### src/rtl/cpu_pkg.sv
// Shared constants and types for the accumulator CPU and its boot loader.
// Memory/pc/ir widths elsewhere in the CPU derive from ADDR_W and DATA_W.
package cpu_pkg;

    localparam int ADDR_W  = 5;
    localparam int DATA_W  = 8;
    localparam int DEPTH   = 1 << ADDR_W;
    localparam int CYCLE_W = 16;

    typedef enum logic [2:0] {
        IDLE   = 3'd0,
        LOAD   = 3'd1,
        SETTLE = 3'd2,
        RUN    = 3'd3,
        DONE   = 3'd4
    } loader_state_t;

endpackage

### src/rtl/program_loader_run_counter.sv
// RUN-phase cycle counter with synchronous clear, count enable and a
// terminal compare that flags the last cycle before the timeout limit.
module run_counter #(
    parameter int WIDTH = 16,
    parameter int LIMIT = 1000
) (
    input  logic             clk,
    input  logic             rst,
    input  logic             clr,
    input  logic             en,
    output logic [WIDTH-1:0] count,
    output logic             at_limit
);

    // The loader leaves RUN on the increment to LIMIT, so count never wraps.
    assign at_limit = (count == WIDTH'(LIMIT - 1));

    always_ff @(posedge clk or negedge rst) begin
        if (!rst) begin
            count <= '0;
        end else if (clr) begin
            count <= '0;
        end else if (en) begin
            count <= count + WIDTH'(1);
        end
    end

endmodule

### src/rtl/program_loader.sv
// Boot front end: holds the CPU in reset, streams 32 bytes into memory,
// then releases the CPU and times its run until halt or timeout.
module program_loader
    import cpu_pkg::*;
#(
    parameter int RUN_TIMEOUT = 1000
) (
    input  logic               clk,
    input  logic               rst,
    input  logic               start,
    input  logic               in_valid,
    input  logic [DATA_W-1:0]  in_data,
    output logic               in_ready,
    output logic               mem_wr,
    output logic [ADDR_W-1:0]  mem_addr,
    output logic [DATA_W-1:0]  mem_wdata,
    output logic               cpu_rst,
    input  logic               halt,
    output logic               busy,
    output logic               done,
    output logic               timeout,
    output logic [CYCLE_W-1:0] cycles,
    output loader_state_t      state
);

    // Stream handshake: a byte transfers in any cycle where in_valid and
    // in_ready are both high; in_ready is high exactly while in LOAD.
    logic [ADDR_W-1:0] addr_cnt;
    logic              handshake;
    logic              cnt_clr;
    logic              cnt_en;
    logic              at_limit;

    assign in_ready  = (state == LOAD);
    assign handshake = in_valid & in_ready;
    assign busy      = (state == LOAD) || (state == SETTLE) || (state == RUN);
    assign cnt_clr   = (state == SETTLE);
    assign cnt_en    = (state == RUN) && !halt;

    run_counter #(
        .WIDTH (CYCLE_W),
        .LIMIT (RUN_TIMEOUT)
    ) u_run_counter (
        .clk      (clk),
        .rst      (rst),
        .clr      (cnt_clr),
        .en       (cnt_en),
        .count    (cycles),
        .at_limit (at_limit)
    );

    always_ff @(posedge clk or negedge rst) begin
        if (!rst) begin
            state     <= IDLE;
            addr_cnt  <= '0;
            mem_wr    <= 1'b0;
            mem_addr  <= '0;
            mem_wdata <= '0;
            cpu_rst   <= 1'b0;
            done      <= 1'b0;
            timeout   <= 1'b0;
        end else begin
            mem_wr <= 1'b0;
            case (state)
                IDLE, DONE: begin
                    if (start) begin
                        state    <= LOAD;
                        addr_cnt <= '0;
                        done     <= 1'b0;
                        timeout  <= 1'b0;
                        cpu_rst  <= 1'b0;
                    end
                end
                LOAD: begin
                    if (handshake) begin
                        mem_wr    <= 1'b1;
                        mem_addr  <= addr_cnt;
                        mem_wdata <= in_data;
                        addr_cnt  <= addr_cnt + ADDR_W'(1);
                        if (addr_cnt == ADDR_W'(DEPTH - 1)) begin
                            state <= SETTLE;
                        end
                    end
                end
                SETTLE: begin
                    // Last write is on the memory port this cycle; release the CPU after it.
                    state   <= RUN;
                    cpu_rst <= 1'b1;
                end
                RUN: begin
                    if (halt) begin
                        state <= DONE;
                        done  <= 1'b1;
                    end else if (at_limit) begin
                        state   <= DONE;
                        done    <= 1'b1;
                        timeout <= 1'b1;
                        cpu_rst <= 1'b0;
                    end
                end
                default: begin
                    state <= IDLE;
                end
            endcase
        end
    end

endmodule

### config.mk
export PLATFORM = sky130hd
export DESIGN_NAME = program_loader
export DESIGN_NICKNAME = d
export VERILOG_FILES = /design/src/rtl/cpu_pkg.sv /design/src/rtl/program_loader_run_counter.sv /design/src/rtl/program_loader.sv
export SDC_FILE = /design/constraint.sdc
export NUM_CORES = 1
export LEC_CHECK = 0
export BUFFER_PORTS_ARGS = -buffer_cell sky130_fd_sc_hd__buf_4
export CAP_MARGIN = 20
export CORE_UTILIZATION = 55
export DETAILED_ROUTE_END_ITERATION = 7
export MAX_ROUTING_LAYER = met4
export PLACE_DENSITY = 0.83
export SETUP_SLACK_MARGIN = 0.15
export SKIP_CTS_REPAIR_TIMING = 1
export SLEW_MARGIN = 25
export SYNTH_ARGS = -nofsm -noshare
export SYNTH_HDL_FRONTEND = slang
export SYNTH_SLANG_ARGS = --single-unit
### constraint.sdc
create_clock -name clk -period 4 [get_ports clk]
set_input_delay 0.2 -clock clk [delete_from_list [all_inputs] [get_ports clk]]
set_output_delay 0.2 -clock clk [all_outputs]
set_load 0.03 [all_outputs]
==> impl_summary.log <==
INFO  metric run_status = completed
INFO  metric yosys_warnings = 0
INFO  metric fp.coreArea = 3363 µm²
INFO  metric commonest_register_cell_after_synthesis = sky130_fd_sc_hd__dfrtp_1
INFO  metric cts_tree = yes
INFO  metric global_route.usage.total = 25.30%
INFO  metric drive_above_1_share = 34.35%
INFO  metric clock-root-buffer = sky130_fd_sc_hd__clkbuf_4
INFO  metric clk-insertion-delay-late = 0.36 ns
INFO  metric irDropWorstVdd = 0.3887 mV
INFO  metric r2r.worst_path.cells = 4
INFO  metric post-dp-hpwl = 3.005 mm
INFO  metric hold_path_depth = 2
INFO  metric worst_clock_skew = 0.01204 ns
INFO  metric maxCapViolations = 0
INFO  metric start_util = 57.55%
INFO  metric h_tree_depth = 2
INFO  metric rsz0062_at_grt = false
INFO  metric cts_buffer_depth = 2
INFO  metric synth_common_cells = sky130_fd_sc_hd__dfrtp_1 (41), sky130_fd_sc_hd__nand2_1 (18), sky130_fd_sc_hd__nor2_1 (14)
INFO  metric fmaxAchievable = 507.9 MHz
INFO  metric report.power.total = 0.001450 W
INFO  metric synth.avg_cell_area = 10.87 µm²
INFO  metric syn_area = 1936 µm²
INFO  metric synth_async_sr_flop_share = 100.0%
INFO  metric worst-path-max-fanout = 15
INFO  metric ys_seq_elements = 41
INFO  metric numPortBuffers = 50
INFO  metric first_global_vias = 1433
INFO  metric crit_required = 4.26 ns
INFO  metric worstReg2RegEnd = u_run_counter.count[9]
INFO  metric synth_cell_type_count = 41
INFO  metric grt_pass1_wl = 6.555 mm
INFO  metric clk_pin_slew = 0.12 ns
INFO  metric min-delay-path-class = input pin to register
INFO  metric crit_path_dat = 2.23 ns
INFO  metric synth_nets = 194
INFO  metric regToRegStartpoint = state[2]
INFO  metric floorplan.die.width = 61.33 µm
INFO  metric synthesis.instances = 178
INFO  metric grt_start_max_net_pins = 42
INFO  metric powerDensity = 596.3 nW/µm²
INFO  metric placement_rows = 21
INFO  metric routedWlPerCell = 15.07 µm
INFO  metric antenna-diode-count = 0
INFO  metric syn2layout_area_growth = 25.60%
INFO  metric min_period = 1.969 ns
INFO  metric setup_tns = 0 ns
INFO  metric worst_hold_startpoint = in_data[1]
INFO  metric timing_max_transition_violations_final = 0
INFO  metric cellLeakagePower = 1.127 nW
INFO  metric worst-slew-pin-transition = 1.018 ns
INFO  metric drt_total_wl = 4.158 mm
INFO  metric die_boundary_height = 61.33 µm
INFO  metric netlist_top_cells_area = sky130_fd_sc_hd__dfrtp_1 (53%), sky130_fd_sc_hd__mux2_2 (7.6%), sky130_fd_sc_hd__xor2_1 (3.6%), sky130_fd_sc_hd__nand2_1 (3.5%), sky130_fd_sc_hd__a21oi_1 (2.8%)
INFO  metric layout.cell_area.non_filler = 2431 µm²
INFO  metric crit_path_start = state[2]
INFO  metric holdPathEnd = mem_wdata[1]
INFO  metric library_cell_occupying_the_most_area_in_the_post_synthesis_netlist = sky130_fd_sc_hd__dfrtp_1
INFO  metric final_hold_viol_count = 0
INFO  metric route.vias.total = 1574
INFO  metric post_dp_cell_area = 2332 µm²
INFO  metric number_of_antenna_violations_at_the_first_check_in_global_routing = 0
INFO  metric timing.max_slew.rel_slack = 31.87%
INFO  metric length_of_the_first_detailed_routing_pass_in_iterations = 4
INFO  metric drc = 0
INFO  metric drt.antenna.violating_nets = 0
INFO  metric final_min_period_over_clock_period = 49.22%
INFO  metric worstSetupEndpointType = register
INFO  metric r2r_slack = 2.03 ns
INFO  metric setup_violations = 0
INFO  metric synth-edff-count = 0
INFO  metric grt_remaining_overflow = 0
INFO  metric post-synth-top-count-cell = sky130_fd_sc_hd__dfrtp_1
INFO  metric synth_top_cell_area_share = 53.01%
INFO  metric clk_sink_count = 41
INFO  metric cts-buffers-inserted = 5
INFO  metric die-area = 3761 µm²
INFO  metric timing.setup.critical_path_class = register to register
INFO  metric fin_nets = 245
INFO  metric drt_iter0_markers = 88
INFO  metric io_pins = 51
INFO  metric drt-vias-per-instance = 5.703
INFO  metric ys_seq_area_share = 53.01%
INFO  metric layout.core_utilization = 72.28%
INFO  metric placer_congestion = 0.8502
INFO  metric worstSetupStartpointType = register
[kinds of logic (layout without fill, tap and decap cells)]
logic type / Yosys count / count (layout) / synth area share, %
DFF: 41 / 41 / 53.01
and+or+nand+nor: 72 / 72 / 21.27
AOI/OAI and AO/OA: 31 / 31 / 9.826
buffers and inverters: 9 / 61 / 2.262
adders and majority gates: 3 / 3 / 1.939
muxes: 14 / 14 / 8.080
xor gates and xnor gates: 8 / 8 / 3.620
[stage by stage]
stage / setup slack (ns) / hold WS (ns) / std cells
CTS: 2.067 / -0.1895 / 275
global placement: 2.183 / 0.1992 / 267
finish: 2.031 / 0.06486 / 276
global route: 1.942 / 0.05481 / 276
floorplan: 1.978 / -0.09559 / 178
detailed placement: 2.062 / 0.2078 / 267
[registers in the layout (all words and copies together) (netlist names)]
name	flops
addr_cnt	5
cpu_rst	1
done	1
mem_addr	5
mem_wdata	8
mem_wr	1
state	3
timeout	1
u_run_counter.count	16
[power breakdown]
group	total [W]	switching (W)	internal [W]
clock network	0.000285	0.000137	0.000149
logic	0.000554	0.000319	0.000235
registers	0.000610	0.0000951	0.000515
total	0.00145	0.000550	0.000899
[metal layers]
| layer | global-route usage [%] | up-vias | part of all wire [%] |
|---|---|---|---|
| met5 | - | - | 0 |
| met4 | 11.69 | 0 | 1.2 |
| met3 | 4.622 | 6 | 5.1 |
| met2 | 42.70 | 54 | 53 |
| met1 | 29.20 | 767 | 41 |
| li1 | - | 747 | - |
[worst max-delay path: stages, from the launching register on]
cell	delay [ns]
sky130_fd_sc_hd__dfrtp_1	0.50
sky130_fd_sc_hd__nand2b_4	0.21
sky130_fd_sc_hd__nor2_1	0.78
sky130_fd_sc_hd__nor2_1	0.10
sky130_fd_sc_hd__a31o_2	0.28
[cell usage in the layout, fill, tap and decap left out, types with 2 or more instances in the layout]
cell type,synthesis,final
sky130_fd_sc_hd__clkbuf_4,0,5
sky130_fd_sc_hd__inv_1,2,2
sky130_fd_sc_hd__and3_1,4,4
sky130_fd_sc_hd__xor2_1,8,8
sky130_fd_sc_hd__nor3_1,2,2
sky130_fd_sc_hd__and4bb_2,2,2
sky130_fd_sc_hd__nand2_1,18,18
sky130_fd_sc_hd__dfrtp_1,41,41
sky130_fd_sc_hd__mux2_2,13,13
sky130_fd_sc_hd__and4_1,3,3
sky130_fd_sc_hd__nand4_1,7,7
sky130_fd_sc_hd__nor2_1,14,14
sky130_fd_sc_hd__o21ai_0,8,8
sky130_fd_sc_hd__nor3b_1,2,2
sky130_fd_sc_hd__nor4_1,2,2
sky130_fd_sc_hd__ha_1,3,3
sky130_fd_sc_hd__a31o_2,2,2
sky130_fd_sc_hd__or3_1,5,5
sky130_fd_sc_hd__nand3_1,3,3
sky130_fd_sc_hd__a21oi_1,11,11
sky130_fd_sc_hd__a31oi_1,3,3
sky130_fd_sc_hd__buf_4,0,50
[layout make-up]
type	count	area, µm²
fill	262	932.1
timing repair buffer	51	385.4
tap	46	57.56
inverter	2	7.507
sequential	41	1026
multi-input combinational	128	865.8
clock inverter	2	37.54
clock buffer	6	51.30
[worst max path at each step]
stage / end / slack (ns)
floorplan: state[1] / 1.98
global placement: u_run_counter.count[15] / 2.18
detailed placement: u_run_counter.count[9] / 2.06
CTS: u_run_counter.count[9] / 2.07
global route: u_run_counter.count[9] / 1.94
finish: u_run_counter.count[9] / 2.03
Note: power is estimated with default switching activity, not from simulation.
